### config.mk
export PLATFORM = sky130hd
export DESIGN_NAME = iter_divider_flat
export DESIGN_NICKNAME = d
export VERILOG_FILES = /design/src/rtl/iter_divider_if.sv /design/src/rtl/iter_divider.sv /design/src/flat_wrapper.sv
export SDC_FILE = /design/constraint.sdc
export NUM_CORES = 1
export LEC_CHECK = 0
export ABC_AREA = 1
export BUFFER_PORTS_ARGS = -buffer_cell sky130_fd_sc_hd__buf_4
export CORE_AREA = 10 10 259 199
export CTS_CLUSTER_DIAMETER = 150
export DETAILED_ROUTE_END_ITERATION = 8
export DIE_AREA = 0 0 269 209
export HOLD_SLACK_MARGIN = 0.15
export PLACE_DENSITY_LB_ADDON = 0.15
export SYNTH_ARGS = -nofsm -noshare
export SYNTH_HDL_FRONTEND = slang
export SYNTH_SLANG_ARGS = --single-unit
### constraint.sdc
create_clock -name clk -period 2.3 [get_ports clk]
set_input_delay 0.46 -clock clk [delete_from_list [all_inputs] [get_ports clk]]
set_output_delay 0.46 -clock clk [all_outputs]
set_load 0.005 [all_outputs]
### src/rtl/iter_divider_if.sv
// Start/busy/done handshake and operand/result bus of the iterative divider.
// The pipeline side drives the master modport, the divider takes the slave modport.
interface iter_divider_if #(
    parameter int WIDTH = 32
);
    logic                 start;
    logic                 is_signed;
    logic [WIDTH-1:0]     dividend;
    logic [WIDTH-1:0]     divisor;
    logic                 busy;
    logic                 done;
    logic                 div_zero;
    logic [2*WIDTH-1:0]   result;

    modport master (
        output start,
        output is_signed,
        output dividend,
        output divisor,
        input  busy,
        input  done,
        input  div_zero,
        input  result
    );

    modport slave (
        input  start,
        input  is_signed,
        input  dividend,
        input  divisor,
        output busy,
        output done,
        output div_zero,
        output result
    );
endinterface

### src/rtl/iter_divider.sv
// Multi-cycle restoring divider for div/divu: one quotient bit per RUN cycle,
// sign fix-up in FIX, result published as {remainder, quotient} in DONE.
module iter_divider #(
    parameter int WIDTH = 32
) (
    input logic         clk,
    input logic         rst_n,
    iter_divider_if.slave bus
);
    localparam int CW = $clog2(WIDTH + 1);

    typedef enum logic [1:0] {
        IDLE,
        RUN,
        FIX,
        DONE
    } state_t;

    state_t               state;
    logic [CW-1:0]        count;
    logic [WIDTH-1:0]     rem;
    logic [WIDTH-1:0]     quot;
    logic [WIDTH-1:0]     divisor_mag;
    logic                 quot_neg;
    logic                 rem_neg;
    logic                 zero_div;

    logic                 busy_q;
    logic                 done_q;
    logic                 div_zero_q;
    logic [2*WIDTH-1:0]   result_q;

    logic                 dividend_neg;
    logic                 divisor_neg;
    logic [WIDTH-1:0]     dividend_abs;
    logic [WIDTH-1:0]     divisor_abs;
    logic [WIDTH:0]       shifted;
    logic [WIDTH:0]       trial;

    // Trial subtraction at WIDTH+1 bits: the MSB of trial is the borrow,
    // i.e. set exactly when the shifted remainder is below the divisor.
    always_comb begin
        dividend_neg = bus.is_signed & bus.dividend[WIDTH-1];
        divisor_neg  = bus.is_signed & bus.divisor[WIDTH-1];
        dividend_abs = dividend_neg ? -bus.dividend : bus.dividend;
        divisor_abs  = divisor_neg  ? -bus.divisor  : bus.divisor;
        shifted      = {rem, quot[WIDTH-1]};
        trial        = shifted - {1'b0, divisor_mag};
    end

    // NOTE: reset is synchronous, so it lives inside the clocked branch and
    // every register (datapath included) is cleared to keep outputs X-free.
    // NOTE: all state here is assigned with <= so every register samples
    // the pre-edge values regardless of statement order.
    always_ff @(posedge clk) begin
        if (!rst_n) begin
            state       <= IDLE;
            count       <= '0;
            rem         <= '0;
            quot        <= '0;
            divisor_mag <= '0;
            quot_neg    <= 1'b0;
            rem_neg     <= 1'b0;
            zero_div    <= 1'b0;
            busy_q      <= 1'b0;
            done_q      <= 1'b0;
            div_zero_q  <= 1'b0;
            result_q    <= '0;
        end else begin
            case (state)
                IDLE: begin
                    done_q <= 1'b0;
                    if (bus.start) begin
                        busy_q <= 1'b1;
                        count  <= '0;
                        if (bus.divisor == '0) begin
                            // Divide by zero skips iteration entirely.
                            zero_div <= 1'b1;
                            rem      <= bus.dividend;
                            quot     <= '1;
                            quot_neg <= 1'b0;
                            rem_neg  <= 1'b0;
                            state    <= DONE;
                        end else begin
                            zero_div    <= 1'b0;
                            rem         <= '0;
                            quot        <= dividend_abs;
                            divisor_mag <= divisor_abs;
                            quot_neg    <= dividend_neg ^ divisor_neg;
                            rem_neg     <= dividend_neg;
                            state       <= RUN;
                        end
                    end
                end

                RUN: begin
                    count <= count + CW'(1);
                    if (!trial[WIDTH]) begin
                        rem  <= trial[WIDTH-1:0];
                        quot <= {quot[WIDTH-2:0], 1'b1};
                    end else begin
                        rem  <= shifted[WIDTH-1:0];
                        quot <= {quot[WIDTH-2:0], 1'b0};
                    end
                    if (count == CW'(WIDTH - 1)) begin
                        state <= FIX;
                    end
                end

                FIX: begin
                    if (quot_neg) quot <= -quot;
                    if (rem_neg)  rem  <= -rem;
                    state <= DONE;
                end

                DONE: begin
                    done_q     <= 1'b1;
                    busy_q     <= 1'b0;
                    div_zero_q <= zero_div;
                    result_q   <= {rem, quot};
                    state      <= IDLE;
                end

                default: state <= IDLE;
            endcase
        end
    end

    assign bus.busy     = busy_q;
    assign bus.done     = done_q;
    assign bus.div_zero = div_zero_q;
    assign bus.result   = result_q;
endmodule

### src/flat_wrapper.sv
// flat-port wrapper written by rule: the top's interface ports become plain ports
module iter_divider_flat 
#(
    parameter int WIDTH = 32
)
  (clk, rst_n, bus_start, bus_is_signed, bus_dividend, bus_divisor, bus_busy, bus_done, bus_div_zero, bus_result);
  iter_divider_if #(.WIDTH(WIDTH)) bus_i ();
  input logic clk;
  input logic rst_n;
  input wire logic [$bits(bus_i.start)-1:0] bus_start;
  input wire logic [$bits(bus_i.is_signed)-1:0] bus_is_signed;
  input wire logic [$bits(bus_i.dividend)-1:0] bus_dividend;
  input wire logic [$bits(bus_i.divisor)-1:0] bus_divisor;
  output wire logic [$bits(bus_i.busy)-1:0] bus_busy;
  output wire logic [$bits(bus_i.done)-1:0] bus_done;
  output wire logic [$bits(bus_i.div_zero)-1:0] bus_div_zero;
  output wire logic [$bits(bus_i.result)-1:0] bus_result;
  assign bus_i.start = bus_start;
  assign bus_i.is_signed = bus_is_signed;
  assign bus_i.dividend = bus_dividend;
  assign bus_i.divisor = bus_divisor;
  assign bus_busy = bus_i.busy;
  assign bus_done = bus_i.done;
  assign bus_div_zero = bus_i.div_zero;
  assign bus_result = bus_i.result;
  iter_divider #(.WIDTH(WIDTH)) u_core (.clk(clk), .rst_n(rst_n), .bus(bus_i));
endmodule
==> reports/qor.yml <==
nets: 2786
path_clk_slew_ns: 0.08
synth_top_family_by_area: "simple AND/OR/NAND/NOR gates"
start_util_pct: 29.5
wl_um: 61200
reg2reg_to: "u_core.rem[17]"
crit_family: "simple AND/OR/NAND/NOR gates"
syn-cell-area_um2: 13800
drv_cap: 0
hold_buffers: 0
worst_slew_pin_slew_ns: 0.641
via_per_inst: 4.91
crit_slowest_cell: "fa_2"
max-slew-margin-rel_pct: 57.3
rsz0062_at_grt: "yes"
ys_warn_count: 0
avgSynthCellArea_um2: 5.88
rows: 69
dieArea_um2: 56200
htreeDepth: 4
status: "finished, violations left"
synth_mux_area_share_pct: 0
critPathLaunchType: "flip-flop"
path_depth: 21
end_kind: "flip-flop"
endpoint: "u_core.rem[17]"
fin_skew_ns: 0.0153
cts_root_buf: "clkbuf_16"
routabilityCongestion: 1.01
worst_hold_path_type: "in -> reg"
synth_top_area_share_pct: 25.2
area_delta_synth_final_pct: 34.2
cp-startpoint: "u_core.quot[31]"
min_period_over_period_pct: 102
critPathBufInv: 4
setup_violations: 20
synth_nets: 2458
grt_pass1_vias: 15200
cts_buffers: 17
crit_arrival_ns: 2.71
tritoncts: "yes"
num_vias: 16300
fin_crit_ns: 2.35
yosys.area_share.xor_xnor_pct: 4.19
die_w_um: 269
synthCells: 2348
clock-sinks: 174
r2r_cells: 21
grt_max_degree: 84
yosys.area_share.simple_pct: 36.7
cp_cell_sequence: "inv_2 > ha_4 > fa_2 > inv_2 > nand2_1 > nand2_1 > nand3_1 > nand2_2 > nand2_2 > nand2_4 > nand2_4 > nand2_4 > nand2_4 > nand2_4 > buf_12 > clkbuf_16 > nand2_1 > nand3_1 > nand2_1 > nand2_1 > a21oi_2"
hold_viol: 0
regArea_um2: 3490
timing.fmax_mhz: 426
synth_cell_types: 50
synth_compound_area_share_pct: 17.2
required_ns: 2.66
core_area_um2: 46700
num_io_pins: 135
grt_overflow_total: 0
r2r_start: "u_core.quot[31]"
final_antenna_net_count: 0
multiInputGateArea_um2: 9040
slew_viol_final: 0
path_class: "reg -> reg"
critPathMaxStageDelay_ns: 0.36
ys_seq_area_share_pct: 25.2
fin_setup_tns_ns: -0.542
failed_checks: "negative setup slack"
final_core_util_pct: 39.6
die_h_um: 209
synth_fa_ha_area_share_pct: 3.86
drive_gt1_share_pct: 22.5
diodes: 0
grt_use_total_pct: 21.3
synth_area_leaders: "dfxtp_1 25%, nand2_1 17%, inv_1 9.5%"
dp_hpwl_um: 48900
fin_ws_ns: -0.0452
dr.pass1.iters: 5
grt_pass1_wl_um: 91800
fillers: 5061
clkLatencyLatePin_ns: 0.48
post-synth-top-area-cell: "dfxtp_1"
synth_seq_cells: 174
cts_buffer_depth: 2
antenna_found_initial: 1
r2r_slack_ns: -0.05
cp_max_fo: 4
avgRoutedWirePerCell_um: 18.4
io_buffers: 134
drc_errors: 0
drt_iter0_markers: 1531
[worst min-delay path: stages]
cell and delay [ns]:
buf_4 0.13, nand2_1 0.06, o22ai_1 0.06
[layout by cell type (no fill, tap or decap), types with 18 or more instances in the layout]
| cell type | count |
|---|---|
| a21oi_1 | 202 |
| buf_4 | 378 |
| clkbuf_16 | 18 |
| dfxtp_1 | 170 |
| ha_4 | 25 |
| inv_1 | 328 |
| inv_2 | 33 |
| nand2_1 | 603 |
| nand2_2 | 33 |
| nand3_1 | 161 |
| nand4_1 | 33 |
| nor2_1 | 239 |
| nor2_2 | 18 |
| nor3_1 | 35 |
| o211ai_1 | 20 |
| o21ai_0 | 133 |
| o21ai_1 | 29 |
| xor2_1 | 52 |
[per-stage QoR]
step	cells	hold slack (ns)	instance area [um^2]	worst slack [ns]
after floorplan	2348	0.432	13800	0.0346
after global placement	3290	0.456	17300	-0.274
after detailed placement	3290	0.465	17300	-0.287
after CTS	3323	0.270	18200	-0.0490
after global routing	3327	0.284	18500	-0.232
final	3327	0.285	18500	-0.0452
[cells by family (layout without fill, tap and decap cells)]
logic type | count (synthesis) | after routing
AND/OR/NAND/NOR | 1177 | 1177
buffers and inverters | 450 | 790
AO/OA/AOI/OAI | 439 | 439
flip-flops | 174 | 174
XOR/XNOR | 66 | 66
adder cells (fa/ha/maj) | 42 | 42
[worst min-delay path by stage]
stage,endpoint,startpoint,depth (start not counted),slack [ns]
floorplan,u_core.divisor_mag[19],u_core.divisor_mag[19],2,0.43
global route,u_core.divisor_mag[31],bus_divisor[31],3,0.28
global placement,u_core.quot[8],u_core.quot[8],2,0.46
finish,u_core.divisor_mag[31],bus_divisor[31],3,0.29
CTS,u_core.divisor_mag[31],bus_divisor[31],3,0.27
detailed placement,u_core.quot[8],u_core.quot[8],2,0.47
[layout make-up]
type | count | area share [%]
Inverter | 363 | 7.37
Multi-Input combinational cell | 1724 | 48.8
Sequential cell | 174 | 18.8
Clock inverter | 14 | 1.11
Tap cell | 639 | 4.32
Timing Repair Buffer | 396 | 17.2
Clock buffer | 17 | 2.30
[synthesized netlist by cell type, drive strengths merged]
master,count
and3,3
nand3b,6
o21ai,162
o221a,1
or2,6
o21bai,3
dfxtp,174
xor2,53
inv,362
a211oi,1
a31oi,7
o31ai,3
nor2,260
nor3,43
o211ai,20
a21oi,220
o22ai,16
nand2,641
ha,41
fa,1
nand3,178
o221ai,2
xnor2,13
clkinv,1
nand4,34
and2,2
buf,29
a21boi,1
nor4,3
a31o,1
clkbuf,58
a21o,2
nor3b,1
[metal layers]
layer / up-vias / share of wire, % / track usage (%)
li1: 8172 / - / -
met1: 7594 / 51 / 32.4
met2: 520 / 39 / 28.9
met3: 38 / 8.9 / 6.03
met4: 0 / 0.83 / 3.48
met5: - / 0 / 0
[state kept, by name, indices dropped and copies added (netlist names), 2 cells and up]
signal              count
u_core.bus.result      64
u_core.divisor_mag     32
u_core.quot            32
u_core.rem             32
u_core.count            6
u_core.state            2
[repair_timing]
item                       CTS  global route
setup buffers                1             4
setup endpoints to repair   33            50
gates cloned                 1             1
gates resized for setup     37            70
pin swaps                    3            16
Power is not shown: default switching activity piles up to over one toggle a cycle in this logic, so the estimate is an artifact.
